[src/rtl/addsub_pkg.sv]
// Shared types and elaboration helpers for the digit-serial adder/subtractor.
package addsub_pkg;

  typedef enum logic [1:0] {
    IDLE = 2'd0,
    RUN  = 2'd1,
    DONE = 2'd2
  } addsubState;

  function automatic int ndig(input int width, input int digit);
    return width / digit;
  endfunction

  function automatic int cntWidth(input int nDigits);
    return (nDigits > 1) ? $clog2(nDigits) : 1;
  endfunction

endpackage

[src/rtl/digit_adder.sv]
// Combinational DIGIT-bit ripple slice; exposes the carry into its MSB for overflow.
module digit_adder #(
  parameter int DIGIT = 2
) (
  input  logic [DIGIT-1:0] x,
  input  logic [DIGIT-1:0] y,
  input  logic             cin,
  output logic [DIGIT-1:0] s,
  output logic             cout,
  output logic             c_msb_in
);

  logic [DIGIT:0] carry;

  always_comb begin
    carry    = '0;
    s        = '0;
    carry[0] = cin;
    for (int i = 0; i < DIGIT; i++) begin
      s[i]         = x[i] ^ y[i] ^ carry[i];
      carry[i + 1] = (x[i] & y[i]) | (carry[i] & (x[i] ^ y[i]));
    end
  end

  assign cout     = carry[DIGIT];
  assign c_msb_in = carry[DIGIT-1];

endmodule

[src/rtl/digit_serial_addsub.sv]
// Multi-cycle adder/subtractor: DIGIT bits per clock, least-significant digit first.
//   state | meaning
//   IDLE  | waiting for start, results held
//   RUN   | one digit per cycle, busy=1
//   DONE  | single-cycle done pulse, may accept a new start
module digit_serial_addsub
  import addsub_pkg::*;
#(
  parameter int WIDTH = 8,
  parameter int DIGIT = 2
) (
  input  logic             clk,
  input  logic             rst,
  input  logic             start,
  input  logic             sub,
  input  logic [WIDTH-1:0] a,
  input  logic [WIDTH-1:0] b,
  output logic             busy,
  output logic             done,
  output logic [WIDTH-1:0] y,
  output logic             carry_out,
  output logic             overflow
);

  localparam int NDIG = ndig(WIDTH, DIGIT);
  localparam int CW   = cntWidth(NDIG);

  if (WIDTH < 2 || DIGIT < 1 || (WIDTH % DIGIT) != 0) begin : gBadParams
    $error("digit_serial_addsub: DIGIT must divide WIDTH and WIDTH must be >= 2");
  end

  addsubState      state, stateNext;
  logic [WIDTH-1:0] aShift, bShift;
  logic            subLat;
  logic            carryReg;
  logic [CW-1:0]   digitCnt;
  logic            lastDigit;
  logic            accept;
  logic [DIGIT-1:0] sumDig;
  logic            digitCout;
  logic            digitMsbIn;

  assign lastDigit = (digitCnt == CW'(NDIG - 1));
  assign accept    = start && (state != RUN);

  // b is inverted digit by digit; the +1 of two's complement comes from carryReg
  digit_adder #(.DIGIT(DIGIT)) uDigitAdder (
    .x        (aShift[DIGIT-1:0]),
    .y        (bShift[DIGIT-1:0] ^ {DIGIT{subLat}}),
    .cin      (carryReg),
    .s        (sumDig),
    .cout     (digitCout),
    .c_msb_in (digitMsbIn)
  );

  always_comb begin
    stateNext = state;
    busy      = 1'b0;
    done      = 1'b0;
    unique case (state)
      IDLE: if (start) stateNext = RUN;
      RUN: begin
        busy = 1'b1;
        if (lastDigit) stateNext = DONE;
      end
      DONE: begin
        done      = 1'b1;
        stateNext = start ? RUN : IDLE;
      end
      default: stateNext = IDLE;
    endcase
  end

  always_ff @(posedge clk) begin
    if (rst) begin
      state     <= IDLE;
      aShift    <= '0;
      bShift    <= '0;
      subLat    <= 1'b0;
      carryReg  <= 1'b0;
      digitCnt  <= '0;
      y         <= '0;
      carry_out <= 1'b0;
      overflow  <= 1'b0;
    end else begin
      state <= stateNext;
      if (accept) begin
        aShift   <= a;
        bShift   <= b;
        subLat   <= sub;
        carryReg <= sub;
        digitCnt <= '0;
        y        <= '0;
      end else if (state == RUN) begin
        aShift   <= aShift >> DIGIT;
        bShift   <= bShift >> DIGIT;
        carryReg <= digitCout;
        digitCnt <= digitCnt + 1'b1;
        y[digitCnt*DIGIT +: DIGIT] <= sumDig;
        if (lastDigit) begin
          carry_out <= digitCout;
          overflow  <= digitCout ^ digitMsbIn;
        end
      end
    end
  end

endmodule

[config.mk]
export PLATFORM = sky130hd
export DESIGN_NAME = digit_serial_addsub
export DESIGN_NICKNAME = d
export VERILOG_FILES = /design/src/rtl/addsub_pkg.sv /design/src/rtl/digit_adder.sv /design/src/rtl/digit_serial_addsub.sv
export SDC_FILE = /design/constraint.sdc
export NUM_CORES = 1
export LEC_CHECK = 0
export ABC_CLOCK_PERIOD_IN_PS = 4980
export CAP_MARGIN = 25
export CORE_MARGIN = 3
export CORE_UTILIZATION = 51
export DETAILED_ROUTE_END_ITERATION = 8
export PLACE_DENSITY_LB_ADDON = 0.2
export SETUP_SLACK_MARGIN = 0.1
export SYNTH_ARGS = -nofsm -noshare
export SYNTH_HDL_FRONTEND = slang
export SYNTH_SLANG_ARGS = --single-unit
[constraint.sdc]
create_clock -name clk -period 4.98 [get_ports clk]
set_input_delay 0.747 -clock clk [delete_from_list [all_inputs] [get_ports clk]]
set_output_delay 0.747 -clock clk [all_outputs]
set_load 0.05 [all_outputs]
==> summary.txt <==
Die
  – Die width: 60.2 µm
  – Overall die height: 60.2 µm
  – Row cnt: 19
  – Core Area: 2780 µm²
  – Initial core utilization: 0.539
  – Die area: 3630 µm²
  – IO Pins: 32

Placed design
  – DP Worst Slack: 2120 ps
  – Placement Cell Area: 1810 µm²
  – Placer Congestion: 0.763
  – Detailed-placement wirelength estimate: 2110 µm
  – Dpl cells: 215
  – IO buf count: 31

Power and ir drop
  – Pleak: 0.724 nW
  – PwrDens: 303 nW/µm²
  – Tot Pwr: 0.579 mW
  – Max VDD drop: 0.374 mV

Routing
  – Drt via density: 5.40
  – Drt initial violations: 27
  – Via count: 1,209
  – 1st-pass router iterations: 4
  – Total wire length: 3000 µm
  – Wire per inst: 13.4 µm
  – Post-route ant nets: 0
  – DRC Markers: 0

Hold path
  – Worst hold path class: reg2reg
  – Hold endpoint: y[4]$_SDFFE_PP0P_
  – Min-delay src: y[4]$_SDFFE_PP0P_
  – Hold Crit Depth: 2

Timing
  – RSZ-0062 raised after global routing: false
  – Final hold violation count: 0
  – Worst slew pin tran: 808 ps
  – Tmin final: 3270 ps
  – Setup TNS: 0 ps
  – Final slew viol count: 0
  – Fin crit share: 0.658
  – Slew Limit Headroom: 0.460
  – Fin Clk Skew: 9.41 ps
  – Worst setup margin: 1710 ps
  – Max frequency: 305 MHz
  – Setup violators final: 0
  – Hold_ws: 455 ps

Synth
  – Register bit count reported by yosys: 32
  – Seq/Total Area, Yosys: 0.427
  – Main combinational cell family by area after synthesis: simple AND/OR/NAND/NOR gates
  – Post-synthesis xor/xnor area fraction: 0.0175
  – Post-synth EDFFs: 0
  – Synth Area per Inst: 9.26 µm²
  – Post-synthesis mux area share: 0.107
  – Top_reg_cell synth: dfxtp_1
  – Cells after Synth: 162
  – Compound-Gate Fraction of Synth Area: 0.141
  – Post-Syn Area: 1500 µm²
  – Ys Warns: 0
  – Syn Nets: 190
  – Synth Area in Simple Gates: 0.184
  – Synth Area in Adders: 0.0767
  – Ys async rst share: 0
  – Netlist cell types: 27

CTS
  – Root Buffer: clkbuf_4
  – Worst-Skew Late Latency: 330 ps
  – Reg clk slew, reported paths: 100 ps
  – Post CTS Setup Buffer Count: 0
  – # hold bufs at CTS: 0
  – CTS tree: built
  – CTS H-tree depth: 2
  – Clock Tree Buf Depth: 2
  – Num CTS Buffers: 5
  – # resized after CTS: 0
  – CTS sink cnt: 32

Worst setup path
  – CP Launch Type: flop
  – Flop2flop setup slack: 2780 ps
  – Crit. End Element: output pin
  – Critical path class: reg2out
  – Worst path arrival time: 2530 ps
  – Worst R2R Path Depth: 5
  – Worst r2r dst: y[7]$_SDFFE_PP0P_
  – Worst r2r src: subLat$_SDFFE_PP0P_
  – Critical path peak fanout: 31
  – Worst EP required: 4230 ps

Layout
  – Post-layout util: 0.686
  – Nets@finish: 220
  – ANT cells: 0
  – Register area: 641 µm²
  – Post-route design area: 1910 µm²
  – Fillers: 227
  – Finished Layout Cells: 224
  – Layout cells sized above 1: 0.0518
  – Area grow syn2layout: 27.2%
  – Multi-input logic area: 790 µm²

Global route
  – Vias in the first global route: 1,190
  – Global-route wire length before repair: 5130 µm
  – Pin count of the biggest net entering global routing: 32
  – Congestion Overflow GR: 0
  – Initial antenna violation count: 0
  – Total GRT Usage: 0.189

Status
  – Outcome: completed

Run
  – Max Cap Violations: 0
==> layout make-up <==
type / instances / share of cell area
clock buffers: 5 / 0.0197
clock inverters: 3 / 0.0223
inverters: 7 / 0.0138
multi-input cells: 113 / 0.414
flip-flops and latches: 32 / 0.336
well taps: 31 / 0.0203
repair buffers: 33 / 0.174
==> state kept, by name, summed over array words and instances, names as in the netlist <==
register,flops
carryReg,1
bShift,8
aShift,8
digitCnt,2
state,2
y,8
overflow,1
carry_out,1
subLat,1
==> worst max-delay path, stage by stage, from the launching register on <==
cell             delay (ps)
dfxtp_1                 390
nand2b_1                120
buf_4                   290
clkinv_1                520
clkdlybuf4s50_1         870
==> cells in the mapped netlist, types with 3 or more instances <==
| master | number | area, µm² |
|---|---|---|
| buf_2 | 5 | 25.0 |
| ha_1 | 6 | 75.1 |
| clkbuf_1 | 5 | 18.8 |
| nand3_1 | 3 | 15.0 |
| nor2_1 | 16 | 60.1 |
| a211oi_1 | 13 | 97.6 |
| nor2b_1 | 4 | 25.0 |
| nand3b_1 | 4 | 30.0 |
| nor3_1 | 4 | 20.0 |
| inv_1 | 6 | 22.5 |
| mux2i_1 | 16 | 160 |
| xnor2_1 | 3 | 26.3 |
| a21oi_1 | 13 | 65.1 |
| dfxtp_1 | 32 | 641 |
| nand2_1 | 14 | 52.6 |
==> cells by family after synthesis <==
logic type,Yosys count
DFF,32
AOI/OAI and AO/OA,32
xor gates and xnor gates,3
muxes,16
and+or+nand+nor,54
adders and majority gates,8
buffers and inverters,17
==> how the worst max path moves through the flow <==
stage,end,from,slack [ps]
2_1_floorplan,y[7]$_SDFFE_PP0P_,subLat$_SDFFE_PP0P_,2940
3_3_place_gp,busy,state[1]$_SDFFE_PP0P_,2170
3_5_place_dp,busy,state[1]$_SDFFE_PP0P_,2120
4_1_cts,busy,state[1]$_SDFFE_PP0P_,1710
5_1_grt,busy,state[1]$_SDFFE_PP0P_,1540
6_report,busy,state[1]$_SDFFE_PP0P_,1710
==> power breakdown <==
group / switching, mW / internal, mW
logic: 0.0550 / 0.0481
clock network: 0.0911 / 0.105
registers: 0.00945 / 0.271
total: 0.155 / 0.423
==> placed cells by master, fill, tap and decap left out, drive strengths merged, types with 4 or more instances in the layout <==
cell type      count
a211oi            13
nand2             14
nor2b              4
nor3               4
inv                6
clkbuf             5
clkdlybuf4s50     31
ha                 6
mux2i             16
a21oi             13
dfxtp             32
nor2              16
nand3b             4
==> metal layers <==
layer	track usage	vias to the layer above	wire length [µm]
met3	0.0475	5	133
met5	0	-	0
met1	0.216	550	1300
li1	-	629	-
met4	0.0823	0	43
met2	0.329	25	1520
No activity file was read; power rests on OpenSTA's default activity.
